$ cat src/rtl/code_gen.sv
// GPS C/A replica code generator: G1/G2 Gold code, half-chip counter, E/P/L taps, epoch dump and code slew.
// Latency: outputs registered one clk after the strobe; no backpressure (strobe driven, always ready).
// Optional CODE_GEN_PHASE_LATCH_EN: code_phase updates only on tic_enable instead of tracking the counter.
module code_gen #(
    parameter int HALF_CHIPS = 2046
) (
    input  logic        clk,
    input  logic        rstn,
    input  logic        tic_enable,
    input  logic        hc_enable,
    input  logic        prn_key_enable,
    input  logic [9:0]  prn_key,
    input  logic [10:0] code_slew,
    input  logic        slew_enable,
    output logic        dump_enable,
    output logic [10:0] code_phase,
    output logic        fc_enable,
    output logic        early,
    output logic        prompt,
    output logic        late
);
    localparam logic [10:0] LAST_HC  = 11'(HALF_CHIPS - 1);
    localparam logic [10:0] MAX_SLEW = 11'(HALF_CHIPS);

    logic [9:0]  g1;
    logic [9:0]  g2;
    logic [9:0]  key;
    logic [10:0] hc_cnt;
    logic [10:0] slew_pend;
    logic        slew_pend_vld;
    logic [10:0] hold_cnt;

    logic        chip;
    logic        hc_run;
    logic        wrap;
    logic        chip_step;
    logic [10:0] slew_clamped;

    always_comb begin
        chip         = g1[0] ^ g2[0];
        hc_run       = hc_enable && (hold_cnt == 11'd0);
        wrap         = hc_run && (hc_cnt == LAST_HC);
        chip_step    = hc_run && hc_cnt[0];
        slew_clamped = (code_slew > MAX_SLEW) ? MAX_SLEW : code_slew;
    end

    always_ff @(posedge clk) begin
        if (rstn) begin
            g1            <= 10'h3FF;
            g2            <= 10'h000;
            key           <= 10'h000;
            hc_cnt        <= 11'd0;
            slew_pend     <= 11'd0;
            slew_pend_vld <= 1'b0;
            hold_cnt      <= 11'd0;
            dump_enable   <= 1'b0;
            fc_enable     <= 1'b0;
            early         <= 1'b0;
            prompt        <= 1'b0;
            late          <= 1'b0;
        end else if (prn_key_enable) begin
            key           <= prn_key;
            g2            <= prn_key;
            g1            <= 10'h3FF;
            hc_cnt        <= 11'd0;
            slew_pend_vld <= 1'b0;
            hold_cnt      <= 11'd0;
            dump_enable   <= 1'b0;
            fc_enable     <= 1'b0;
        end else begin
            dump_enable <= wrap;
            fc_enable   <= chip_step;

            // Held half-chips are swallowed entirely: nothing but the hold count moves.
            if (hc_enable && (hold_cnt != 11'd0))
                hold_cnt <= hold_cnt - 11'd1;

            if (hc_run) begin
                early  <= chip;
                prompt <= early;
                late   <= prompt;
            end

            if (wrap) begin
                hc_cnt <= 11'd0;
                g1     <= 10'h3FF;
                g2     <= key;
            end else if (hc_run) begin
                hc_cnt <= hc_cnt + 11'd1;
                if (hc_cnt[0]) begin
                    g1 <= {g1[7] ^ g1[0], g1[9:1]};
                    g2 <= {g2[8] ^ g2[7] ^ g2[4] ^ g2[2] ^ g2[1] ^ g2[0], g2[9:1]};
                end
            end

            // The dump consumes the old pending slew before a coincident request becomes the new one.
            if (wrap && slew_pend_vld)
                hold_cnt <= slew_pend;

            if (slew_enable) begin
                slew_pend_vld <= 1'b1;
                slew_pend     <= slew_clamped;
            end else if (wrap) begin
                slew_pend_vld <= 1'b0;
            end
        end
    end

`ifdef CODE_GEN_PHASE_LATCH_EN
    logic [10:0] phase_q;

    always_ff @(posedge clk) begin
        if (rstn)
            phase_q <= 11'd0;
        else if (tic_enable)
            phase_q <= hc_cnt;
    end

    assign code_phase = phase_q;
`else
    logic tic_unused;

    assign tic_unused = tic_enable;
    assign code_phase = hc_cnt;
`endif

endmodule

$ cat config.mk
export PLATFORM = sky130hd
export DESIGN_NAME = code_gen
export DESIGN_NICKNAME = d
export VERILOG_FILES = /design/src/rtl/code_gen.sv
export SDC_FILE = /design/constraint.sdc
export NUM_CORES = 1
export LEC_CHECK = 0
export ABC_AREA = 1
export CELL_PAD_IN_SITES_DETAIL_PLACEMENT = 1
export CELL_PAD_IN_SITES_GLOBAL_PLACEMENT = 1
export CORE_ASPECT_RATIO = 1.2
export CORE_UTILIZATION = 35
export CTS_CLUSTER_DIAMETER = 60
export DETAILED_ROUTE_END_ITERATION = 7
export GPL_TIMING_DRIVEN = 1
export MAX_ROUTING_LAYER = met4
export PLACE_DENSITY_LB_ADDON = 0.1
export SYNTH_ARGS = -nofsm -noshare
export SYNTH_HDL_FRONTEND = slang
export SYNTH_SLANG_ARGS = --single-unit
$ cat constraint.sdc
create_clock -name clk -period 5.05 [get_ports clk]
set_input_delay 1.01 -clock clk [delete_from_list [all_inputs] [get_ports clk]]
set_output_delay 1.01 -clock clk [all_outputs]
set_load 0.01 [all_outputs]
==> results.sh <==
export IMPL_synthCells=506
export IMPL_post_route_period_util=0.652
export IMPL_synth_warnings=0
export IMPL_slew_headroom=0.447
export IMPL_hp_class="reg2reg"
export IMPL_yosysSeqAreaShare=0.396
export IMPL_grt_pass1_vias=3427
export IMPL_end_kind="register"
export IMPL_rows=39
export IMPL_ios=43
export IMPL_vias_per_cell=5.01
export IMPL_grt_overflow_total=0
export IMPL_drive_gt1_frac=0.0675
export IMPL_r2r_start="hold_cnt[0]"
export IMPL_drc=0
export IMPL_grt_pass1_wl_mm=16.0
export IMPL_ant_nets=0
export IMPL_cp_required_ns=5.31
export IMPL_post_cts_resized=0
export IMPL_fin_crit_ns=3.29
export IMPL_syn2layout_area_growth_pct=22.2
export IMPL_die_h_um=111
export IMPL_fin_skew_ns=0.00515
export IMPL_synth_cell_types=34
export IMPL_seq_area_sq_um=1380
export IMPL_p_leak_uw=0.00194
export IMPL_rsz0062_at_grt="false"
export IMPL_final_nets=576
export IMPL_crit_chain="clkdlybuf4s50_1, inv_1, nand2_1, inv_1, o21ai_0, a21oi_1"
export IMPL_crit_path_max_fanout=24
export IMPL_gr_usage_all_layers=0.203
export IMPL_clockBufferDepth=2
export IMPL_startpoint_type="input port"
export IMPL_diodes=0
export IMPL_critPathMaxStageDelay_ns=0.70
export IMPL_grt_antenna_before_repair=0
export IMPL_ys_ff_latch=69
export IMPL_fill_cells=1234
export IMPL_arrival_ns=3.56
export IMPL_worst_pin_slew_ns=0.825
export IMPL_worst_ir_drop_vdd_v=0.000181
export IMPL_tns_ns=0
export IMPL_drtIter0Drc=64
export IMPL_cts_made_buffers=9
export IMPL_crit_slowest_cell="inv_1"
export IMPL_detail_route_first_pass_iterations=4
export IMPL_ctsHoldBuffers=0
export IMPL_cts_clk_slew_worst_paths_ns=0.05
export IMPL_slew_violations=0
export IMPL_path_class="in2reg"
export IMPL_cts_htree_levels=3
export IMPL_startpoint="prn_key_enable"
export IMPL_clkLatencyLatePin_ns=0.34
export IMPL_root_buffer="clkbuf_16"
export IMPL_start_util=0.363
export IMPL_worstHoldStart="slew_pend[10]"
export IMPL_syn_cell_area_sq_um=3490
export IMPL_coreArea_sq_um=9610
export IMPL_die_width_um=93.2
export IMPL_hold_ws_ns=0.462
export IMPL_fin_ws_ns=1.76
export IMPL_cap_violations=0
export IMPL_dp_hpwl_mm=6.90
export IMPL_finalWirelength_mm=9.49
export IMPL_syn_area_per_cell_sq_um=6.90
export IMPL_setup_viol=0
export IMPL_syn_nets=537
export IMPL_path_common_cell="inv_1"
export IMPL_fmaxAchievable_ghz=0.304
export IMPL_multi_input_area_sq_um=1740
export IMPL_grt_max_degree=25
export IMPL_cts_tree="yes"
export IMPL_p_per_area_nw_per_um2=516
export IMPL_portBuffers=41
export IMPL_hold_viol=0
export IMPL_post_cts_setup_buffers=0
export IMPL_pre_cts_ws_ns=1.41
export IMPL_wire_per_inst_um=14.1
export IMPL_outcome="complete, no violations"
export IMPL_cts_sinks=69
export IMPL_place_congestion=0.756
export IMPL_dieArea_sq_um=10400
export IMPL_vias=3359
cell type report:
class                   instances  area share
repair buffers                 44       0.102
clock buffers                  12      0.0602
inverters                      77      0.0678
well taps                     123      0.0361
multi-input cells             344       0.408
flip-flops and latches         69       0.324
clock inverters                 2     0.00235
cells by family after synthesis:
group,count (synthesis),synth area share
buffers and inverters,93,0.106
AOI/OAI and AO/OA,64,0.101
DFF,69,0.396
xor gates and xnor gates,9,0.0226
adders and majority gates,4,0.0143
muxes,7,0.0201
and+or+nand+nor,260,0.340
stage by stage:
stage / power, uW / area [sq um] / cells / utilization
floorplan: 1390 / 3490 / 506 / -
global placement: 1610 / 4000 / 657 / 0.416
detailed placement: 1630 / 4000 / 657 / 0.416
CTS: 2230 / 4260 / 671 / 0.444
global route: 2370 / 4260 / 671 / 0.444
finish: 2200 / 4260 / 671 / 0.444
report_power, final:
part	switching, uW	internal, uW	leakage, uW	total (uW)
logic	616	333	0.00124	949
clock network	228	352	0.000134	580
registers	55.7	615	0.000564	671
total	900	1300	0.00194	2200
per-layer routing:
| metal | part of all wire | GRT usage |
|---|---|---|
| met1 | 0.44 | 0.226 |
| met3 | 0.022 | 0.0294 |
| met5 | 0 | - |
| met4 | 0.023 | 0.0995 |
| met2 | 0.51 | 0.352 |
critical path, delay by kind of cell:
family / cells / cell delay, ns
AND/OR/NAND/NOR: 1 / 0.56
AO/OA/AOI/OAI: 2 / 0.25
buffers and inverters: 3 / 1.71
final timing paths:
kind                                       to  slack [ns]  cells after the start
worst max-delay path             slew_pend[0]        1.76                      6
worst min-delay path            slew_pend[10]        0.46                      2
worst max register to register          g2[9]        2.72                     11
worst min register to register  slew_pend[10]        0.46                      2
flip-flops by register name, indices dropped and copies added (netlist names), 10 cells and up:
signal / count
code_phase: 11
g1: 10
g2: 10
hold_cnt: 11
key: 10
slew_pend: 11
placed cells by master (no fill, tap or decap), drive strengths merged, types with 6 or more instances in the layout:
| master | instances |
|---|---|
| o21ai | 20 |
| o22ai | 10 |
| a21oi | 25 |
| dfxtp | 69 |
| mux2i | 7 |
| nand2 | 136 |
| nand3 | 43 |
| nor2 | 55 |
| clkdlybuf4s50 | 41 |
| a211oi | 6 |
| xor2 | 7 |
| nand4 | 20 |
| inv | 75 |
| clkbuf | 12 |
Yosys cell counts:
| cell | number | share of area |
|---|---|---|
| inv_1 | 74 | 0.080 |
| nor3_4 | 1 | 0.0047 |
| nand3_2 | 2 | 0.0057 |
| nor2_4 | 5 | 0.016 |
| buf_4 | 2 | 0.0043 |
| nand3b_1 | 1 | 0.0022 |
| xor2_1 | 7 | 0.018 |
| nand2_1 | 133 | 0.14 |
| nor3_1 | 3 | 0.0043 |
| inv_2 | 1 | 0.0011 |
| nor2_1 | 43 | 0.046 |
| clkinv_1 | 2 | 0.0022 |
| a31oi_1 | 1 | 0.0018 |
| o21bai_1 | 1 | 0.0022 |
| nand4_1 | 20 | 0.036 |
| nand3_1 | 40 | 0.057 |
| a21oi_1 | 25 | 0.036 |
| nand2_2 | 3 | 0.0054 |
| buf_1 | 4 | 0.0043 |
| o21ai_0 | 19 | 0.027 |
| clkbuf_1 | 5 | 0.0054 |
| a211oi_1 | 6 | 0.013 |
| o22ai_1 | 10 | 0.018 |
| buf_2 | 4 | 0.0057 |
| nor2_2 | 7 | 0.013 |
| o21ai_1 | 1 | 0.0014 |
| or2_2 | 1 | 0.0018 |
| mux2i_1 | 7 | 0.020 |
| xnor2_1 | 2 | 0.0050 |
| ha_1 | 4 | 0.014 |
| o31ai_1 | 1 | 0.0022 |
| dfxtp_1 | 69 | 0.40 |
| buf_6 | 1 | 0.0032 |
| nand3_4 | 1 | 0.0050 |
Note: power is estimated with default switching activity, not from simulation.
